## config.mk

```make
export PLATFORM = sky130hd
export DESIGN_NAME = bf16_operand_issue
export DESIGN_NICKNAME = d
export VERILOG_FILES = /design/src/rtl/bf16_operand_issue.sv
export SDC_FILE = /design/constraint.sdc
export NUM_CORES = 1
export LEC_CHECK = 0
export ABC_CLOCK_PERIOD_IN_PS = 6400
export CAP_MARGIN = 25
export CELL_PAD_IN_SITES_DETAIL_PLACEMENT = 0
export CELL_PAD_IN_SITES_GLOBAL_PLACEMENT = 1
export CORE_ASPECT_RATIO = 0.7
export CORE_MARGIN = 5
export CORE_UTILIZATION = 35
export DETAILED_ROUTE_END_ITERATION = 16
export PLACE_DENSITY = 0.59
export SLEW_MARGIN = 10
export SYNTH_ARGS = -nofsm -noshare
export SYNTH_HDL_FRONTEND = slang
export SYNTH_SLANG_ARGS = --single-unit
export TNS_END_PERCENT = 30
```

## constraint.sdc

```tcl
create_clock -name clk -period 6.4 [get_ports clk]
set_clock_uncertainty 0.1 [all_clocks]
set_input_delay 1.6 -clock clk [delete_from_list [all_inputs] [get_ports clk]]
set_output_delay 1.6 -clock clk [all_outputs]
set_load 0.02 [all_outputs]
```

## src/rtl/bf16_operand_issue.sv

```systemverilog
// rtl/bf16_operand_issue.sv - bfloat16 operand FIFO with sanitising and classification on entry
// Triples are cleaned up at push time so the ALU only ever sees canonical operands.
module bf16_operand_issue #(
  parameter int DEPTH = 4,
  parameter int CW    = $clog2(DEPTH) + 1
) (
  input  logic          clk,
  input  logic          rst_n,
  input  logic          flush,
  input  logic          in_valid,
  output logic          in_ready,
  input  logic [1:0]    in_op,
  input  logic [15:0]   in_a,
  input  logic [15:0]   in_b,
  output logic          out_valid,
  input  logic          out_ready,
  output logic [1:0]    out_op,
  output logic [15:0]   out_a,
  output logic [15:0]   out_b,
  output logic [2:0]    out_cls_a,
  output logic [2:0]    out_cls_b,
  output logic [CW-1:0] count,
  output logic          illegal_op,
  output logic          nan_seen
);

  localparam int AW = $clog2(DEPTH);

  localparam logic [2:0] CLS_NORM = 3'b000;
  localparam logic [2:0] CLS_ZERO = 3'b001;
  localparam logic [2:0] CLS_INF  = 3'b011;
  localparam logic [2:0] CLS_NAN  = 3'b100;

  // Returns {class, sanitised value}. A zero exponent always yields a signed zero,
  // which covers both true zeros and flushed subnormals.
  function automatic logic [18:0] sanitise(input logic [15:0] x);
    logic [18:0] r;
    if (x[14:7] == 8'h00)
      r = {CLS_ZERO, x[15], 15'h0000};
    else if (x[14:7] == 8'hFF)
      r = (x[6:0] == 7'h00) ? {CLS_INF, x} : {CLS_NAN, 16'h7FC0};
    else
      r = {CLS_NORM, x};
    return r;
  endfunction

  // Entry layout: {op[39:38], a[37:22], b[21:6], cls_a[5:3], cls_b[2:0]}
  logic [39:0]   mem [DEPTH];
  logic [AW-1:0] wr_ptr;
  logic [AW-1:0] rd_ptr;
  logic [18:0]   san_a;
  logic [18:0]   san_b;
  logic [39:0]   head;
  logic          push;
  logic          pop;
  logic          store;
  logic          reserved;

  assign san_a    = sanitise(in_a);
  assign san_b    = sanitise(in_b);
  assign reserved = (in_op == 2'b11);

  assign in_ready  = (count < CW'(DEPTH)) & ~flush;
  assign out_valid = (count != '0);
  assign push      = in_valid & in_ready;
  assign store     = push & ~reserved;
  assign pop       = out_valid & out_ready & ~flush;

  assign head      = mem[rd_ptr];
  assign out_op    = out_valid ? head[39:38] : 2'b00;
  assign out_a     = out_valid ? head[37:22] : 16'h0000;
  assign out_b     = out_valid ? head[21:6]  : 16'h0000;
  assign out_cls_a = out_valid ? head[5:3]   : 3'b000;
  assign out_cls_b = out_valid ? head[2:0]   : 3'b000;

  always_ff @(posedge clk or negedge rst_n) begin
    if (!rst_n) begin
      for (int i = 0; i < DEPTH; i++) mem[i] <= '0;
      wr_ptr     <= '0;
      rd_ptr     <= '0;
      count      <= '0;
      illegal_op <= 1'b0;
      nan_seen   <= 1'b0;
    end else if (flush) begin
      wr_ptr     <= '0;
      rd_ptr     <= '0;
      count      <= '0;
      illegal_op <= 1'b0;
      nan_seen   <= 1'b0;
    end else begin
      if (store) begin
        mem[wr_ptr] <= {in_op, san_a[15:0], san_b[15:0], san_a[18:16], san_b[18:16]};
        wr_ptr      <= wr_ptr + AW'(1);
      end
      if (pop)
        rd_ptr <= rd_ptr + AW'(1);
      count <= count + CW'(store) - CW'(pop);
      if (push && reserved)
        illegal_op <= 1'b1;
      // Discarded reserved triples never reach storage, so they cannot flag a NaN.
      if (store && (san_a[18:16] == CLS_NAN || san_b[18:16] == CLS_NAN))
        nan_seen <= 1'b1;
    end
  end

endmodule

```

**Word-level counts from Yosys, hierarchy flattened**

Index checks and enable logic that the tools add are counted.
W data, S select, Z words.

- Register bits after elaboration: 169
- Output and inout port bits: 47
- Input port bits: 39

- $add $sub $neg: 4
- Reductions and logical operators: 14
- $lt $le $gt $ge: 4
- Bitwise logic cells: 9
- Equality and inequality tests: 5
- Muxes and demuxes: 26

Operator list:

| cell | count |
|---|---|
| $bwmux W160 | 1 |
| $mux W40 | 3 |
| $mux W19 | 6 |
| $bmux W40 S2 | 1 |
| $demux W40 S2 | 1 |
| $mux W16 | 2 |
| $eq A8 B8 Y1 const B | 2 |
| $logic_not A8 Y1 | 2 |
| $logic_not A7 Y1 | 2 |
| $mux W2 | 5 |
| $mux W3 | 3 |
| $reduce_bool A2 Y1 | 4 |
| $eq A3 B3 Y1 const B | 2 |
| $ge A3 B3 Y1 const B | 2 |
| $not A2 Y3 | 2 |
| $and A1 B1 Y1 | 5 |
| $add A2 B1 Y2 const B | 2 |
| $mux W1 | 4 |
| $add A3 B1 Y3 | 1 |
| $logic_and A1 B1 Y1 | 3 |
| $lt A3 B1 Y1 const B | 1 |
| $lt A3 B3 Y1 const B | 1 |
| $reduce_bool A3 Y1 | 1 |
| $sub A3 B1 Y3 | 1 |
| 4 further kinds | 5 |

**Depth between registers and ports, before layout**

- Depth in word-level cells: 9
- Depth in mapped cells: 11

**Least setup slack after synthesis**

Ideal clock, no wire load.

- Path type: input to output
- Start point: input port flush
- End point: output port in_ready
- Stages on the path: 2
- Path slack: 2619 ps
- Data arrival time: 2081 ps
- Data required time: 4700 ps
- Path buffers: 1
- Cells stage by stage: clkbuf_1 > nor2_1

- Cells in the longest elaborated chain, start to end: 2

Ends and longest elaborated chain:

| element | line | text |
|---|---|---|
| from (decl) | 9 | `input logic flush,` |
| $not A1 Y1 (no source line) | - |  |
| $and A1 B1 Y1 | 63 | `assign in_ready = (count < CW'(DEPTH)) & ~flush;` |
| to (decl) | 11 | `output logic in_ready,` |

Every way passes these cells.

**Worst setup path after layout**

Same ends and word-level chain as after synthesis.

==> flow_summary.yaml <==
run_status:
  status: "finished, final reports clean"
cells_and_area:
  multi_input_area_um2: 3860
  nets: 750
  regArea_um2: 4230
  stdcell_area_um2: 10200
  area_growth_pct: 20.8
  antenna_cells: 0
  final_layout_size_suffix_gt1_share_pct: 26.6
  nFillCells: 2150
routing:
  routed_via_density: 5.79
  drt_iter0_markers: 468
  drt_drc_violations_left: 0
  first_pass_iters: 5
  wl_per_cell_um: 23.3
  ant_nets: 0
  num_vias: 5986
  routed_wl_um: 24000
grt:
  grt_usage_pct: 17.8
  grt_pass1_vias: 6409
  antenna_found_initial: 0
  grt_max_degree: 73
  grt_pass1_wl_um: 37900
  gr-total-overflow: 0
timing:
  hold_ws_ps: 395
  hold_viol_final: 0
  period_minus_slack_ps: 4760
  relSlewSlack_pct: 31.6
  setup_viol: 0
  setup_slack_ps: 1640
  rsz0062_at_grt: "no"
  period_share_pct: 74.4
  max_freq_mhz: 210
  tns_ps: 0
  drv_slew: 0
  worst_slew_pin_slew_ps: 1030
die:
  core_area_um2: 23700
  die_h_um: 140
  rows: 47
  start_util_pct: 35.6
  pin_count: 86
  dieArea_um2: 27400
  die_x_um: 196
clock_network:
  cts_buffer_depth: 2
  clk_latency_ps: 430
  numCtsBuffers: 17
  clockRootBuffer: "clkbuf_16"
  ctsHoldBuffers: 0
  cts.sinks: 169
  clk_pin_slew_worst_paths_ps: 60
  post_cts_buffers: 0
  htreeDepth: 4
  cts_tree: "built"
  cts-resized-gates: 0
synthesis:
  avgSynthCellArea_um2: 13.2
  synthesis.instances: 641
  yosysTopAreaCellShare_pct: 50.1
  synthesis.nets: 687
  synth_edf_count: 0
  synth_most_common_cell: "dfrtp_1"
  synth_area_leaders: "dfrtp_1 (50%), mux2_2 (12%), mux4_2 (11%)"
  synth-warning-count: 0
  netlist_top_cells_count: "dfrtp_1 (169), mux2_2 (88), o31ai_1 (73)"
  ys_async_sr_fraction_pct: 100
  syn-cell-area_um2: 8440
  synth_ff_type: "dfrtp_1"
  synth.distinct_cells: 36
  seq_area_frac_synth_pct: 50.1
  synth_seq_cells: 169
  post-synth-top-area-cell: "dfrtp_1"
placement:
  placed_cell_area_um2: 9590
  place.gp.congestion: 0.718
  io_buffers: 85
  dp_hpwl_um: 15500
  pre_cts_ws_ps: 1610
pwr:
  fin_total_pwr_mw: 4.01
  combPwrFrac_pct: 37.2
  clkPwrFrac_pct: 25.6
  intPower_mw: 2.71
  swShare_pct: 32.5
  cellPowerDensity_nw_per_um2: 393
  ir_drop_v: 0.000224
  p_leak_nw: 4.21
  p_sw_mw: 1.30
  p_seq_share_pct: 37.1
setup_path:
  criticalPathCategory: "input pin to primary output"
  cp_max_fo: 13
  crit_required_ps: 4700
  critical_path.endpoint_type: "primary output"
  crit_path_start_kind: "input pin"
  cp_data_arrival_time_ps: 3060
hold_path:
  hp-class: "flop to flop"
flow_run:
  drv_cap: 0
[worst max-delay path: stages]
cell and delay, ps:
clkdlybuf4s50_1 650, nor2_1 180, clkdlybuf4s50_1 630
[registers in the layout, indices dropped and copies added (netlist names)]
register,flops
wr_ptr,2
mem,160
nan_seen,1
rd_ptr,2
illegal_op,1
count,3
[power groups by stage]
stage / sequential (mW) / combinational (mW) / clock (mW)
global placement: 1.51 / 1.46 / 0
floorplan: 1.43 / 0.975 / 0
detailed placement: 1.51 / 1.52 / 0
finish: 1.49 / 1.49 / 1.03
CTS: 1.49 / 1.52 / 1.05
global route: 1.52 / 1.61 / 1.09
[through the flow]
step	std cells	utilization, %
after floorplan	641	-
after global placement	998	40.3
after detailed placement	1000	40.5
after CTS	1030	42.9
after global routing	1033	43.0
final	1033	43.0
[path summary, 6_finish.rpt]
check                                    startpoint                   end  slack [ps]  cells after the start
min in group asynchronous                     rst_n   mem[66]$_DFFE_PN0P_        1010                      1
max in group asynchronous                     rst_n  mem[121]$_DFFE_PN0P_        3780                      3
worst min-delay path            mem[66]$_DFFE_PN0P_   mem[66]$_DFFE_PN0P_         400                      2
worst max register to register   count[2]$_DFF_PN0_    count[2]$_DFF_PN0_        3600                     10
worst min register to register  mem[66]$_DFFE_PN0P_   mem[66]$_DFFE_PN0P_         400                      2
worst max-delay path                          flush              in_ready        1640                      3
[kinds of logic (layout without fill, tap and decap cells)]
group           Yosys count  after routing  synth area share (%)
compound gates          157            157                  14.4
xor+xnor                  4              4                 0.415
fa+ha+maj                 7              7                  1.13
buf+inv                  86            160                  4.29
flops                   169            169                  50.1
mux                     128            128                  22.4
simple gates             90             90                  7.22
[layout make-up]
cell class,instances,area share [%]
inverters,25,0.920
well taps,318,3.90
multi-input cells,386,37.8
flip-flops and latches,169,41.5
repair buffers,105,10.3
clock inverters,9,1.24
clock buffers,21,4.32
[layer usage]
layer,global-route usage (%),routed length (µm),vias up
met4,5.10,293,0
met5,0,0,-
li1,-,-,2646
met2,27.9,11400,151
met1,25.5,11300,3172
met3,3.26,961,17
[layout by cell type (no fill, tap or decap), types with 3 or more instances in the layout]
cell type,count
nor2_1,8
buf_6,3
ha_1,6
bufinv_16,3
mux2_2,88
nand4_1,6
a21oi_1,4
dfrtp_1,167
o31ai_1,73
nor3_4,4
o41ai_1,56
clkdlybuf4s50_1,84
nand3_2,4
inv_1,21
buf_4,15
nor2b_1,41
a31oi_1,17
nor4_1,6
clkinv_1,4
clkbuf_16,17
and4_1,6
clkinv_2,4
clkbuf_1,4
mux4_2,40
nand2_1,4
(Power assumes the default switching activity.)
